--- src/rtl/sisc_rf_pkg.sv ---
// Shared defaults, the R0 address and a flattened-port field extractor for the SISC register file.
package sisc_rf_pkg;

    localparam int DEF_DATA_W  = 32;
    localparam int DEF_ADDR_W  = 4;
    localparam int R0_ADDR     = 0;
    localparam int FIELD_MAX_W = 64;
    localparam int VEC_MAX_W   = 256;

    // Returns field p of width w from a vector of equal-width fields packed LSB-first.
    function automatic logic [FIELD_MAX_W-1:0] port_field(
        input logic [VEC_MAX_W-1:0] vec,
        input int unsigned          w,
        input int unsigned          p
    );
        logic [VEC_MAX_W-1:0]   shifted;
        logic [FIELD_MAX_W-1:0] f;
        shifted = vec >> (p * w);
        f = '0;
        for (int i = 0; i < FIELD_MAX_W; i++) begin
            if (i < int'(w)) f[i] = shifted[i];
        end
        return f;
    endfunction

endpackage

--- src/rtl/rf_sb_rdport.sv ---
// One registered read port: address mux, R0 handling, optional same-edge write bypass (RF_BYPASS_EN).
module rf_sb_rdport
    import sisc_rf_pkg::*;
#(
    parameter int DATA_W   = DEF_DATA_W,
    parameter int ADDR_W   = DEF_ADDR_W,
    parameter int ZERO_REG = 1
) (
    input  logic                 clk,
    input  logic                 rst,
    input  logic                 en,
    input  logic [ADDR_W-1:0]    addr,
    input  logic [DATA_W-1:0]    mem [2**ADDR_W],
    input  logic [2**ADDR_W-1:0] busy,
`ifdef RF_BYPASS_EN
    input  logic                 wr_en,
    input  logic [ADDR_W-1:0]    wr_addr,
    input  logic [DATA_W-1:0]    wr_data,
    input  logic                 rsv_en,
    input  logic [ADDR_W-1:0]    rsv_addr,
`endif
    output logic [DATA_W-1:0]    rd_data,
    output logic                 rd_valid,
    output logic                 rd_ready
);

    localparam logic [ADDR_W-1:0] ZERO_ADDR = ADDR_W'(R0_ADDR);

    logic [DATA_W-1:0] next_data;
    logic              next_ready;

    // NOTE: every combinational output gets a default first so no path leaves it unassigned (no latch).
    always_comb begin
        next_data  = mem[addr];
        next_ready = !busy[addr];
`ifdef RF_BYPASS_EN
        if (wr_en && (wr_addr == addr)) begin
            next_data  = wr_data;
            next_ready = !(rsv_en && (rsv_addr == addr));
        end
`endif
        // R0 overrides the bypass as well: its writes are dropped anyway.
        if ((ZERO_REG != 0) && (addr == ZERO_ADDR)) begin
            next_data  = '0;
            next_ready = 1'b1;
        end
    end

    // NOTE: state is updated with non-blocking assignments so all flops sample pre-edge values.
    always_ff @(posedge clk or posedge rst) begin
        if (rst) begin
            rd_data  <= '0;
            rd_valid <= 1'b0;
            rd_ready <= 1'b0;
        end else if (en) begin
            rd_data  <= next_data;
            rd_valid <= 1'b1;
            rd_ready <= next_ready;
        end else begin
            rd_valid <= 1'b0;
        end
    end

endmodule

--- src/rtl/rf_sb.sv ---
// Parametrised register file with pending-write scoreboard and NUM_RD registered read ports.
// Optional same-edge write-to-read bypass is enabled by defining RF_BYPASS_EN.
module rf_sb
    import sisc_rf_pkg::*;
#(
    parameter int DATA_W   = DEF_DATA_W,
    parameter int ADDR_W   = DEF_ADDR_W,
    parameter int NUM_RD   = 2,
    parameter int ZERO_REG = 1
) (
    input  logic                     clk,
    input  logic                     rst,
    input  logic [NUM_RD-1:0]        rd_en,
    input  logic [NUM_RD*ADDR_W-1:0] rd_addr,
    output logic [NUM_RD*DATA_W-1:0] rd_data,
    output logic [NUM_RD-1:0]        rd_valid,
    output logic [NUM_RD-1:0]        rd_ready,
    input  logic                     rsv_en,
    input  logic [ADDR_W-1:0]        rsv_addr,
    input  logic                     wr_en,
    input  logic [ADDR_W-1:0]        wr_addr,
    input  logic [DATA_W-1:0]        wr_data,
    output logic [2**ADDR_W-1:0]     busy
);

    localparam int                DEPTH     = 2**ADDR_W;
    localparam bit                HAS_ZERO  = (ZERO_REG != 0);
    localparam logic [ADDR_W-1:0] ZERO_ADDR = ADDR_W'(R0_ADDR);

    logic [DATA_W-1:0] mem [DEPTH];
    logic              wr_ok;

    assign wr_ok = wr_en && !(HAS_ZERO && (wr_addr == ZERO_ADDR));

    // NOTE: the storage array is reset because every word must read as zero after reset.
    always_ff @(posedge clk or posedge rst) begin
        if (rst) begin
            for (int i = 0; i < DEPTH; i++) mem[i] <= '0;
            busy <= '0;
        end else begin
            if (wr_ok) mem[wr_addr] <= wr_data;
            // A same-edge reserve wins over a write: it belongs to a newer producer.
            for (int r = 0; r < DEPTH; r++) begin
                if (HAS_ZERO && (r == R0_ADDR))
                    busy[r] <= 1'b0;
                else if (rsv_en && (rsv_addr == ADDR_W'(r)))
                    busy[r] <= 1'b1;
                else if (wr_en && (wr_addr == ADDR_W'(r)))
                    busy[r] <= 1'b0;
            end
        end
    end

    for (genvar p = 0; p < NUM_RD; p++) begin : g_rd
        logic [ADDR_W-1:0] port_addr;
        assign port_addr = ADDR_W'(port_field(VEC_MAX_W'(rd_addr), ADDR_W, p));

        rf_sb_rdport #(
            .DATA_W  (DATA_W),
            .ADDR_W  (ADDR_W),
            .ZERO_REG(ZERO_REG)
        ) u_rdport (
            .clk     (clk),
            .rst     (rst),
            .en      (rd_en[p]),
            .addr    (port_addr),
            .mem     (mem),
            .busy    (busy),
`ifdef RF_BYPASS_EN
            .wr_en   (wr_en),
            .wr_addr (wr_addr),
            .wr_data (wr_data),
            .rsv_en  (rsv_en),
            .rsv_addr(rsv_addr),
`endif
            .rd_data (rd_data[p*DATA_W +: DATA_W]),
            .rd_valid(rd_valid[p]),
            .rd_ready(rd_ready[p])
        );
    end

endmodule
--- config.mk ---
export PLATFORM = sky130hd
export DESIGN_NAME = rf_sb
export DESIGN_NICKNAME = d
export VERILOG_FILES = /design/src/rtl/sisc_rf_pkg.sv /design/src/rtl/rf_sb_rdport.sv /design/src/rtl/rf_sb.sv
export SDC_FILE = /design/constraint.sdc
export NUM_CORES = 1
export LEC_CHECK = 0
export ABC_AREA = 0
export CORE_UTILIZATION = 30
export CTS_CLUSTER_DIAMETER = 200
export DETAILED_ROUTE_END_ITERATION = 12
export GPL_TIMING_DRIVEN = 1
export PLACE_DENSITY = 0.48
export RECOVER_POWER = 100
export SLEW_MARGIN = 10
export SYNTH_ARGS = -nofsm -noshare
export SYNTH_HDL_FRONTEND = slang
export SYNTH_HIERARCHICAL = 1
export SYNTH_SLANG_ARGS = --single-unit
--- constraint.sdc ---
create_clock -name clk -period 47.5 [get_ports clk]
set_input_delay 9.5 -clock clk [delete_from_list [all_inputs] [get_ports clk]]
set_output_delay 9.5 -clock clk [all_outputs]
set_load 0.05 [all_outputs]
==> results of run 1 <==
## routing by layer
layer | up-vias | wire, um | track usage, %
met5 | - | 33 | 0.426
met4 | 6 | 3080 | 6.45
met3 | 184 | 7080 | 4.79
met2 | 681 | 45400 | 30.4
met1 | 10500 | 48100 | 29.1
li1 | 8105 | - | -
## where the power goes
group          internal, mW  leakage [nW]  switching, mW  total [mW]
registers             0.617          7.36         0.0890       0.706
logic                 0.183          6.15          0.185       0.368
clock network         0.342          1.17          0.221       0.562
total                  1.14          14.7          0.494        1.64
## final cells by class
type                            count  area (sq um)  area share (%)
Timing Repair Buffer              183          1610            4.65
Antenna cell                        2          5.00          0.0145
Multi-Input combinational cell   1282         14100            40.7
Inverter                            8          32.5          0.0942
Clock buffer                       98          2040            5.91
Sequential cell                   594         14900            43.0
Tap cell                         1287          1610            4.66
Clock inverter                     24           323           0.934
## path summary, 6_finish.rpt
check | slack (ns) | cells after the start | to
hold reg to reg | 0.39 | 0 | mem[493]$_DFFE_PP0P_
hold / removal | 0.39 | 0 | mem[493]$_DFFE_PP0P_
max in group clk | 29.62 | 7 | g_rd[1].u_rdport/rd_data[18]$_DFFE_PP0P_
setup / recovery | 26.01 | 5 | mem[509]$_DFFE_PP0P_
setup reg to reg | 45.82 | 4 | g_rd[1].u_rdport/rd_ready$_DFFE_PP0P_
min in group asynchronous | 10.84 | 3 | g_rd[1].u_rdport/rd_data[14]$_DFFE_PP0P_
## worst max-delay path, stage by stage
cell	delay (ns)
dlygate4sd3_1	0.61
clkinvlp_2	3.63
clkbuf_1	2.89
clkbuf_1	2.87
clkbuf_1	1.99
## state kept, by name, indices dropped and copies added (netlist names)
| register | count |
|---|---|
| mem | 511 |
| g_rd.u_rdport/rd_ready | 2 |
| g_rd.u_rdport/rd_valid | 2 |
| busy | 15 |
| g_rd.u_rdport/rd_data | 64 |
## stage by stage
step	setup slack (ns)	area, sq um	std cells	hold WS (ns)
global route	23.76	34500	3476	0.412
finish	26.01	34500	3478	0.394
CTS	34.68	34800	3476	0.396
floorplan	23.30	30100	2119	0.441
detailed placement	34.04	32400	3354	0.383
global placement	34.17	32400	3354	0.376
## layout by cell type (no fill, tap or decap), drive strengths merged
master         instances
mux4                 134
inv                    6
and2                   4
nand2                 10
mux2i                320
dfrtp                594
nor3                   4
or3                    5
nor3b                  2
a32oi                 62
clkinv                15
o221a                  2
a21o                   2
dlygate4sd3           89
clkinvlp               3
clkdlybuf4s50         41
buf                   24
bufinv                 8
mux2                 484
nor2                  13
o311ai                 2
a32o                   3
conb                   3
nand3b                 4
nor2b                  7
a211oi                 2
nand2b                 6
diode                  2
o32ai                  1
a22oi                128
o21ai                 80
nand3                  4
clkbuf               127
==> metrics, run 1 <==
Iteration-0 DRC Markers=1,502; fin crit period=21.49 ns; worst hold start=mem[493]$_DFFE_PP0P_; Synth Cell Area=30,100 sq um; num rows=approximately 120; Worst Max-Slew Pin Slew=6.52 ns; Clock transition at path regs=roughly 0.060 ns; Routed Antenna Nets=0; clock buffer count from CTS=69; Clock Path Buffers=3; CP Launch Type=input port; CTS resizes=0; CTS tree=built; Root Buffer=clkbuf_16; Max Freq=0.0465 GHz; DR WL/cell=29.8 um; Layout area overhead=14.7%; Clock Sinks=594; Worst setup EP type=async pin; hold_buf cts=0; RSZ-0062 raised after global routing=no; Fillers=9,631; # DRC=0; CP arrival=21.65 ns; Synth Area per Inst=14.2 sq um; Rel. slew slack=-337%; setup total negative slack=0 ns; Peak VDD IR=0.0209 mV; Max Cap Viol=38; GR Util All Layers=20.4%; Layout Nets=2,192; period utilization=45.2%; GP Congestion=0.786; HP Class=reg2reg; kind of critical path=in2async; WL final=104 mm; antenna violations before repair=6; PD cells=47.4 nW/um^2; vias in the first global route=just over 20,000; Die ar.=102,000 sq um; crit-path max FO=~140; Hold Violations, Final=0; die height=319 um; Vias/cell=5.61; Ports=138; LEAKAGE=roughly 15 nW; Overflow after GRT=0; reg2reg start=busy[13]$_DFFE_PP0P_; Initial Util=a little under a third; status=finished, violations left; Die W=between 300 and 400 um; violated checks=capacitance limit, slew limit; final setup fails=0; HPWL Detailed=about 60 mm; Max Slew Vio Count=between 1,000 and 1,500; Syn. warnings=6; layout cells sized above 1=34.9%; largest net degree at the start of global routing=140; Port-buffer cells=136; CP Data Required Time=47.67 ns; Final Util=34.9%; core area=99,000 sq um; worst-skew pair later-pin latency=0.61 ns; origin of the worst setup path=rst; overall power=1.64 mW; first-pass GRT wire length=151 mm; routed vias=19,500; Pre-antenna DRT Iters=7; H-tree levels=3; clock skew=0.0206 ns; Post-Syn Instances=between 2,000 and 2,500; Post-CTS Setup Bufs=0
Power figures use the tool's default switching activity.
==> run 2: changes to the inputs <==
Clock period 47.5 ns to 20.6 ns, I/O delays scaled along.
==> run 2 against run 1 <==
Against the previous run:
- the run still ends with capacitance limit, slew limit left
- sequential cell count stayed put
- combinational power is 130% higher
- global-route usage hardly changed
- clock skew is 0.0085 ns lower
- critical path depth is 2 higher
- non-clock buffer count stayed put
==> metrics, run 2 (synthesized netlist as in run 1, its figures left out) <==
Port-buffer cells=136; Max Slew Vio Count=1,151; reg2reg setup slack=18.99 ns; CP arrival=12.98 ns; setup total negative slack=0 ns; CP Data Required Time=around 21 ns; # DRC=0; NetSw=1.13 mW; Hold EP=mem[510]$_DFFE_PP0P_; CTS tree=built; Worst Max-Slew Pin Slew=5.21 ns; Vias/cell=approximately 5.6; Fillers=9,535; vias in the first global route=around 20,000; GR Util All Layers=20.4%; Clock Path Buffers=3; Initial Util=30.4%; Routed Antenna Nets=0; fin crit period=12.46 ns; Clock Power Share=about a third; CP Launch Type=input port; Peak VDD IR=between 0.05 and 0.06 mV; cell internal pwr=about 2.6 mW; hold_buf cts=0; sequential power share=43.5%; final setup fails=0; Stages on worst setup path=7; WP buf/inv=3; Finished Cell Area=between 30,000 and 40,000 sq um; first-pass GRT wire length=around 150 mm; layout cells sized above 1=between 30% and 40%; RSZ-0062 raised after global routing=no; PD cells=109 nW/um^2; largest net degree at the start of global routing=111; worst-skew pair later-pin latency=0.61 ns; routed vias=just under 20,000; violated checks=capacitance limit, slew limit; Ports=138; Layout area overhead=14.7%; Hold Violations, Final=0; Worst setup EP type=flip-flop; H-tree levels=3; Hold Path Depth=0; Max Freq=0.0803 GHz; GP Congestion=0.794; Clock transition at path regs=0.06 ns; HP Class=reg2reg; crit-path max FO=39; Cell Area, Placed=around 32,000 sq um; core area=99,000 sq um; antenna violations before repair=9; CP max stage cell=clkbuf_1; Iteration-0 DRC Markers=1,432; cell mode on critical path=clkbuf_1; num rows=115; commonest non-fill, non-tap cell in the layout=dfrtp_1; Die ar.=about 100,000 sq um; Register Area=approximately 15,000 sq um; Post-CTS Setup Bufs=0; status=finished, violations left; HPWL Detailed=59.7 mm; die height=319 um; multi-input logic area=approximately 14,000 sq um; Die W=319 um; R2R cell count=4; Regs by FF count=mem (511), g_rd.u_rdport/rd_data (64), busy (15); Clock Sinks=between 500 and 600; crit path cell chain=clkbuf_1, clkbuf_1, nor2_1, clkbuf_1, a22oi_1, a32oi_1, o21ai_0; LEAKAGE=around 15 nW; max reg flops=511; reg2reg end=g_rd[1].u_rdport/rd_ready$_DFFE_PP0P_; Layout Nets=2,193; Max Cap Viol=37; WL final=103 mm; DR WL/cell=29.7 um; kind of critical path=in2reg; worst hold start=mem[510]$_DFFE_PP0P_; Largest Register=mem; CTS resizes=0; Max stage delay on crit path=about 2.7 ns; period utilization=60.5%; switching part of the total=30.1%; reg2reg start=busy[13]$_DFFE_PP0P_; Crit path max-delay family=buffers and inverters; clock buffer count from CTS=70; clock skew=0.0120 ns; Rel. slew slack=-249%; Gate power share=22.4%; most frequent cells in the layout=dfrtp_1 (594), mux2_2 (478), mux2i_1 (320); Overflow after GRT=0; Pre-antenna DRT Iters=5; Root Buffer=clkbuf_16
[run 2: cell types whose count changed in the layout (fill, tap and decap cells not counted), sizes merged]
| cell | change |
|---|---|
| bufinv | -3 |
| buf | +2 |
| clkinvlp | +1 |
| clkbuf | +7 |
| clkinv | -6 |
| inv | -1 |
[run 2: through the flow]
step / hold slack, ns / power, mW / std cells / worst slack, ns / util, %
after global routing: 0.413 / 3.94 / 3478 / 7.30 / 34.9
final: 0.392 / 3.75 / 3478 / 8.14 / 34.9
after global placement: 0.376 / 2.48 / 3354 / 13.36 / 32.7
after detailed placement: 0.382 / 2.51 / 3354 / 13.31 / 32.7
after CTS: 0.396 / 3.81 / 3476 / 13.95 / 35.1
after floorplan: 0.441 / 2.22 / 2119 / 1.78 / -
[run 2: final cells by class]
type                            instances  share of cell area [%]
Clock buffer                          107                    6.24
Inverter                                8                  0.0942
Clock inverter                         15                   0.594
Timing Repair Buffer                  183                    4.67
Multi-Input combinational cell       1282                    40.7
Tap cell                             1287                    4.66
Antenna cell                            2                  0.0145
Sequential cell                       594                    43.0
[run 2: how the worst max path moves through the flow]
stage | from | end | slack, ns
after global placement | rd_addr[6] | g_rd[1].u_rdport/rd_data[26]$_DFFE_PP0P_ | 13.36
after global routing | rd_addr[1] | g_rd[0].u_rdport/rd_data[11]$_DFFE_PP0P_ | 7.30
final | rd_addr[1] | g_rd[0].u_rdport/rd_data[10]$_DFFE_PP0P_ | 8.14
after floorplan | rst | busy[10]$_DFFE_PP0P_ | 1.78
after detailed placement | rst | mem[153]$_DFFE_PP0P_ | 13.31
after CTS | rst | mem[28]$_DFFE_PP0P_ | 13.95
[run 2: metal layers]
layer	track usage (%)	routed length, um	part of all wire (%)	up-vias
met2	31.0	45700	44	629
met3	3.87	6040	5.9	163
li1	-	-	-	8118
met5	0	22	0.021	-
met4	5.21	2650	2.6	4
met1	29.7	48700	47	10500
[run 2: power groups by stage]
stage | sequential, mW | combinational (mW) | clock (mW)
2_1_floorplan | 1.69 | 0.534 | 0
3_3_place_gp | 1.63 | 0.847 | 0
3_5_place_dp | 1.65 | 0.864 | 0
4_1_cts | 1.63 | 0.866 | 1.31
5_1_grt | 1.67 | 0.904 | 1.36
6_report | 1.63 | 0.841 | 1.28
[run 2: worst register-to-register path, stage by stage, from the launching register on]
cell and delay [ns]:
dfrtp_1 0.57, mux2i_1 0.14, a22oi_1 0.40, nand3_1 0.22, o221a_2 0.18
